`src/rtl/inst_fetcher.sv`:
```
// inst_fetcher: front-end fetch stage feeding the issue queue.
// Holds the PC, issues single-word fetches to the memory controller,
// statically predicts the next PC (JAL/branch taken, JALR stalls until the
// ROB redirects) and pushes {inst, addr} into the issue queue.
// Optional feature macro: ICACHE_EN adds a direct-mapped instruction cache
// with ICACHE_LINES lines, giving 1-cycle pushes on a hit.
module inst_fetcher #(
  parameter logic [31:0] RESET_PC     = 32'h0,
  parameter int unsigned ICACHE_LINES = 32
) (
  input  logic        clk_in,
  input  logic        rst_in,
  input  logic        rdy_in,
  input  logic        _clear,
  input  logic [31:0] _clear_pc,
  input  logic        _need_inst,
  output logic        _mem_req,
  output logic [31:0] _mem_addr,
  input  logic        _mem_resp_valid,
  input  logic [31:0] _mem_resp_data,
  output logic        _inst_ready_out,
  output logic [31:0] _inst_out,
  output logic [31:0] _inst_addr_out
);

  localparam int IDX_W = $clog2(ICACHE_LINES);

  localparam logic [6:0] OP_JAL    = 7'b1101111;
  localparam logic [6:0] OP_BRANCH = 7'b1100011;
  localparam logic [6:0] OP_JALR   = 7'b1100111;

  typedef enum logic [1:0] {
    S_IDLE   = 2'd0,
    S_WAIT   = 2'd1,
    S_DRAIN  = 2'd2,
    S_JSTALL = 2'd3
  } state_t;

  state_t      state_q;
  logic [31:0] pc_q;
  logic        mem_req_q;
  logic [31:0] mem_addr_q;
  logic        inst_ready_q;
  logic [31:0] inst_q;
  logic [31:0] inst_addr_q;

  logic        cache_hit;
  logic [31:0] cache_data;
  logic [31:0] fetch_word;
  logic [31:0] j_imm;
  logic [31:0] b_imm;
  logic [31:0] pred_pc_d;
  logic        is_jalr;

`ifdef ICACHE_EN
  localparam int TAG_W = 30 - IDX_W;

  logic [TAG_W-1:0]        tag_mem  [ICACHE_LINES];
  logic [31:0]             data_mem [ICACHE_LINES];
  logic [ICACHE_LINES-1:0] valid_q;
  logic [IDX_W-1:0]        rd_idx;
  logic [IDX_W-1:0]        fill_idx;
  logic                    fill_en;

  // Any response to an outstanding request fills its line, including one
  // being drained after a redirect: the address it belongs to is still valid.
  assign fill_en  = rdy_in && !rst_in && _mem_resp_valid &&
                    ((state_q == S_WAIT) || (state_q == S_DRAIN));
  assign fill_idx = mem_addr_q[2 +: IDX_W];
  assign rd_idx   = pc_q[2 +: IDX_W];

  // Lookup is combinational on the current PC so a hit can push next cycle.
  always_comb begin
    cache_hit  = valid_q[rd_idx] && (tag_mem[rd_idx] == pc_q[31:2+IDX_W]);
    cache_data = data_mem[rd_idx];
  end

  // Tag/data storage is written on fill only; no reset needed for contents.
  always_ff @(posedge clk_in) begin
    if (fill_en) begin
      tag_mem[fill_idx]  <= mem_addr_q[31:2+IDX_W];
      data_mem[fill_idx] <= _mem_resp_data;
    end
  end

  genvar gi;
  generate
    for (gi = 0; gi < ICACHE_LINES; gi++) begin : g_valid
      // Per-line valid bit: cleared only by reset, set when the line fills.
      always_ff @(posedge clk_in) begin
        if (rst_in) begin
          valid_q[gi] <= 1'b0;
        end else if (fill_en && (fill_idx == IDX_W'(gi))) begin
          valid_q[gi] <= 1'b1;
        end
      end
    end
  endgenerate
`else
  logic [IDX_W-1:0] cache_idx_unused;

  assign cache_idx_unused = pc_q[2 +: IDX_W];
  assign cache_hit        = 1'b0;
  assign cache_data       = 32'h0;
`endif

  // The word being pushed comes from memory in WAIT, from the cache in IDLE.
  assign fetch_word = (state_q == S_WAIT) ? _mem_resp_data : cache_data;

  // Static next-PC predictor: JAL and branches taken, JALR stalls.
  always_comb begin
    j_imm     = {{12{fetch_word[31]}}, fetch_word[19:12], fetch_word[20],
                 fetch_word[30:21], 1'b0};
    b_imm     = {{20{fetch_word[31]}}, fetch_word[7], fetch_word[30:25],
                 fetch_word[11:8], 1'b0};
    pred_pc_d = pc_q + 32'd4;
    is_jalr   = 1'b0;
    case (fetch_word[6:0])
      OP_JAL:    pred_pc_d = pc_q + j_imm;
      OP_BRANCH: pred_pc_d = pc_q + b_imm;
      OP_JALR:   is_jalr   = 1'b1;
      default:   ;
    endcase
  end

  // Fetch FSM with registered memory-request and push outputs.
  always_ff @(posedge clk_in) begin
    if (rst_in) begin
      state_q      <= S_IDLE;
      pc_q         <= RESET_PC;
      mem_req_q    <= 1'b0;
      mem_addr_q   <= 32'h0;
      inst_ready_q <= 1'b0;
      inst_q       <= 32'h0;
      inst_addr_q  <= 32'h0;
    end else if (rdy_in) begin
      inst_ready_q <= 1'b0;
      if (_clear) begin
        // Redirect wins over any push; an in-flight request must still
        // complete, so WAIT without a response drains it first.
        pc_q <= _clear_pc;
        case (state_q)
          S_WAIT: begin
            if (_mem_resp_valid) begin
              mem_req_q <= 1'b0;
              state_q   <= S_IDLE;
            end else begin
              state_q   <= S_DRAIN;
            end
          end
          S_DRAIN: begin
            if (_mem_resp_valid) begin
              mem_req_q <= 1'b0;
              state_q   <= S_IDLE;
            end
          end
          default: state_q <= S_IDLE;
        endcase
      end else begin
        case (state_q)
          S_IDLE: begin
            if (_need_inst) begin
              if (cache_hit) begin
                inst_ready_q <= 1'b1;
                inst_q       <= fetch_word;
                inst_addr_q  <= pc_q;
                pc_q         <= pred_pc_d;
                state_q      <= is_jalr ? S_JSTALL : S_IDLE;
              end else begin
                mem_req_q  <= 1'b1;
                mem_addr_q <= pc_q;
                state_q    <= S_WAIT;
              end
            end
          end
          S_WAIT: begin
            if (_mem_resp_valid) begin
              mem_req_q    <= 1'b0;
              inst_ready_q <= 1'b1;
              inst_q       <= fetch_word;
              inst_addr_q  <= pc_q;
              pc_q         <= pred_pc_d;
              state_q      <= is_jalr ? S_JSTALL : S_IDLE;
            end
          end
          S_DRAIN: begin
            if (_mem_resp_valid) begin
              mem_req_q <= 1'b0;
              state_q   <= S_IDLE;
            end
          end
          default: ;  // JSTALL waits for a redirect
        endcase
      end
    end
  end

  assign _mem_req        = mem_req_q;
  assign _mem_addr       = mem_addr_q;
  assign _inst_ready_out = inst_ready_q;
  assign _inst_out       = inst_q;
  assign _inst_addr_out  = inst_addr_q;

endmodule

```
`config.mk`:
```
export PLATFORM = sky130hd
export DESIGN_NAME = inst_fetcher
export DESIGN_NICKNAME = d
export VERILOG_FILES = /design/src/rtl/inst_fetcher.sv
export SDC_FILE = /design/constraint.sdc
export NUM_CORES = 1
export LEC_CHECK = 0
export CORE_ASPECT_RATIO = 0.6
export CORE_MARGIN = 2
export CORE_UTILIZATION = 36
export CTS_CLUSTER_SIZE = 16
export DETAILED_ROUTE_END_ITERATION = 16
export PLACE_DENSITY = 0.64
export SKIP_LAST_GASP = 1
export SLEW_MARGIN = 10
export SYNTH_ARGS = -nofsm -noshare
export SYNTH_HDL_FRONTEND = slang
export SYNTH_SLANG_ARGS = --single-unit
```
`constraint.sdc`:
```
create_clock -name clk_in -period 4.5 [get_ports clk_in]
set_input_delay 0.45 -clock clk_in [delete_from_list [all_inputs] [get_ports clk_in]]
set_output_delay 0.45 -clock clk_in [all_outputs]
set_load 0.01 [all_outputs]
```
==> metrics.md <==
| Metric | Value |
|---|---|
| Final #Nets | `1,278` |
| Post-Synth Adder-Cell Area | `0.06159` |
| Syn nets | `1,150` |
| CTS sink count | `132` |
| Die X-Extent | `192.1 µm` |
| Synth top area share | `0.3459` |
| Setup TNS Final | `0 ns` |
| GR Overflow Total | `0` |
| Ranking of synthesized cells by area | `dfxtp_1, nand2_1, a21oi_1` |
| Max Cap Violations | `0` |
| #FFs+latches synth | `132` |
| Pwr Total | `3.185 mW` |
| RSZ-0062 raised after global routing | `no` |
| N_diodes | `0` |
| Reg clk slew, reported paths | `0.07 ns` |
| CTS tree | `built` |
| DRC viols | `0` |
| Routed Antenna Nets | `0` |
| WL/cell | `18.09 µm` |
| Worst slew margin | `0.2429` |
| Vias | `7,947` |
| Std cell rows | `41` |
| Initial Utilization | `0.3650` |
| Largest net degree at the start of global routing | `103` |
| P_sw | `0.8621 mW` |
| Ys async rst share | `0` |
| # H-tree levels | `4` |
| CP Buf/Inv Count | `2` |
| Crit path time final | `4.055 ns` |
| Post-CTS setup buffer count | `0` |
| I/O pin count | `168` |
| Vias in the first global route | `6,948` |
| Slowest CP cell | `a311oi_1` |
| DRT iter0 DRCs | `828` |
| First-pass GRT wire length | `40,140 µm` |
| Worst hold margin | `0.4533 ns` |
| Number of synthesized flops with an enable pin | `0` |
| Post-CTS sizing | `0` |
| Compound-Gate Fraction of Synth Area | `0.2223` |
| Switch share | `0.2707` |
| Power Dens Cells | `314.9 nW/µm²` |
| Slew of the pin with the lowest slew margin | `1.136 ns` |
| Synth Area in XOR/XNOR | `0.05389` |
| Clock buffer depth | `2` |
| Final GP Congestion | `0.9303` |
| Die area | `22,440 µm²` |
| Max FO, Critical Path | `6` |
| Critical path's largest stage delay | `0.54 ns` |
| Type of destination of the critical path | `register` |
| Worst min path class | `reg -> reg` |
| Post-synthesis mux area share | `0.01048` |
| Mean post-synth cell area | `7.324 µm²` |
| Highest Clock Rate | `246.6 MHz` |
| Register area share after synthesis | `0.3459` |
| Max VDD drop | `304.2 µV` |
| Netlist Area Pre-Place | `7639 µm²` |
| Synth cell types | `62` |
| Initial antenna violation count | `0` |
| Final setup viols | `0` |
| Clock buffer count from CTS | `17` |
| CP Launch Type | `register` |
| Period utilization | `0.9010` |
| Crit-path cells | `inv_1 -> ha_1 -> nand4b_1 -> nor4_2 -> buf_4 -> mux2i_1 -> nor2b_1 -> ha_1 -> nand2_1 -> nor3b_1 -> o211ai_1 -> a311oi_1 -> a31oi_1 -> xnor2_1 -> nand2_1 -> a21oi_1` |
| Gate Count Post-Synth | `1,043` |
| Hold Buf Count CTS | `0` |
| Skew-Pair Late Insertion Delay | `0.43 ns` |
| Leak Pwr | `3.633 nW` |
| Clock Skew | `0.008635 ns` |
| GRT Util Overall | `0.2337` |
| Vias/cell | `5.436` |
| Comb pwr share | `0.135` |
| Detailed Place HPWL | `19,410 µm` |
| Post-synth top flop | `dfxtp_1` |
| Most area-hungry cell type in the Yosys netlist | `dfxtp_1` |
| WP data arrival | `4.42 ns` |
| YS warnings | `0` |
| Root Buffer | `clkbuf_16` |
| Simple-Gate Fraction of Synth Area | `0.2621` |
| Chip Height | `116.8 µm` |
| Kind of critical path | `reg -> reg` |
| Reg power frac | `0.400` |
| Worst Path Required | `4.87 ns` |
| Slew Viols, Final | `0` |
| Share of cells above drive strength 1 | `0.05410` |
| TritonRoute pass-1 iters | `5` |
| Status | `completed` |
| Area Growth Syn to Fin | `32.40%` |
| Port Buffers | `167` |
| Int Power | `2.323 mW` |
| Drt total wl | `26,450 µm` |
| Largest family of logic cells by synthesized area | `simple AND/OR/NAND/NOR gates` |
| Clock power share | `0.465` |
| Crit-path leading delay family | `compound AO/OA/AOI/OAI gates` |
| Placeable core area | `20,930 µm²` |
| Hold Fails Final Rpt | `0` |
==> synthesized netlist by cell type, drive strengths merged, types with 2 or more instances <==
master and count:
mux2i 8, and2 8, nor2 64, nand3 20, ha 36, and3 6
nand2 264, clkbuf 63, or4 3, a211o 2, a221oi 2, nand4 13
o22ai 6, a41oi 2, xnor2 30, or3 10, nand3b 2, a221o 3
nor4 4, o31ai 2, and4 5, a21o 11, nand2b 4, a31oi 12
nor3 23, inv 12, o21bai 2, dfxtp 132, o221ai 2, a32oi 4
xor2 17, o21a 7, o21ai 37, a211oi 26, a21oi 160, nor2b 14
o211ai 7, buf 10
==> sequential cells by signal (all words and copies together), names as in the netlist <==
register         flops
pc_q                32
_inst_ready_out      1
_mem_addr           32
_mem_req             1
_inst_addr_out      32
state_q              2
_inst_out           32
==> metal layers <==
layer / share of wire / vias to the layer above / global-route usage
met5: 0 / - / 0
met4: 0.0084 / 0 / 0.05598
met3: 0.099 / 18 / 0.05754
met2: 0.38 / 345 / 0.2992
met1: 0.52 / 3689 / 0.3764
li1: - / 3895 / -
==> layout by cell type, fill, tap and decap left out, types with 11 or more instances in the layout <==
cell               n
a31oi_1           12
clkbuf_16         17
xnor2_1           30
a211oi_1          25
nor2b_1           14
clkdlybuf4s50_1  166
dfxtp_1          132
nand2_1          263
a21oi_1          159
nand3_1           19
a21o_1            11
xor2_1            17
nor2_1            61
nor3_1            20
ha_1              36
buf_4             16
nand4_1           13
o21ai_0           32
==> power groups by stage <==
stage	logic [mW]	registers, mW	clock network, mW
2_1_floorplan	0.240	1.27	0
3_3_place_gp	0.421	1.29	0
3_5_place_dp	0.423	1.30	0
4_1_cts	0.425	1.27	1.50
5_1_grt	0.468	1.28	1.56
6_report	0.430	1.27	1.48
==> kinds of logic (layout without fill, tap and decap cells) <==
family	after synthesis	in the layout
simple gates	445	445
buf+inv	85	225
flops	132	132
fa+ha+maj	37	37
mux	8	8
compound gates	289	289
xor+xnor	47	47
==> per-stage QoR <==
step | cell area (µm²) | instances | util | setup slack [ns]
6_report | 10110 | 1462 | 0.4832 | 0.4454
4_1_cts | 10110 | 1462 | 0.4832 | 0.4774
3_5_place_dp | 9500 | 1431 | 0.4539 | 0.1681
2_1_floorplan | 7639 | 1043 | - | 0.5748
5_1_grt | 10110 | 1462 | 0.4832 | 0.001886
3_3_place_gp | 9500 | 1431 | 0.4539 | 0.2478
==> cell type report <==
class	count	area (µm²)
flip-flops and latches	132	2643
multi-input cells	826	4682
inverters	12	45.04
well taps	279	349.1
repair buffers	182	1782
fillers	2081	10820
clock inverters	12	180.2
clock buffers	19	432.9
==> path summary, 6_finish.rpt <==
check                    start                 to  slack (ns)  depth (start not counted)
min          _inst_addr_out[5]  _inst_addr_out[5]        0.45                          2
min reg2reg  _inst_addr_out[5]  _inst_addr_out[5]        0.45                          2
max                 state_q[1]           pc_q[16]        0.45                         16
max reg2reg         state_q[1]           pc_q[16]        0.45                         16
==> worst reg2reg max path: stages (launching register included) <==
cell and delay, ns:
dfxtp_1 0.34, inv_1 0.09, ha_1 0.24, nand4b_1 0.19, nor4_2 0.29, buf_4 0.24, mux2i_1 0.23, nor2b_1 0.08
ha_1 0.35, nand2_1 0.09, nor3b_1 0.28, o211ai_1 0.20, a311oi_1 0.54, a31oi_1 0.20, xnor2_1 0.32, nand2_1 0.14
a21oi_1 0.18
(Power assumes the default switching activity.)
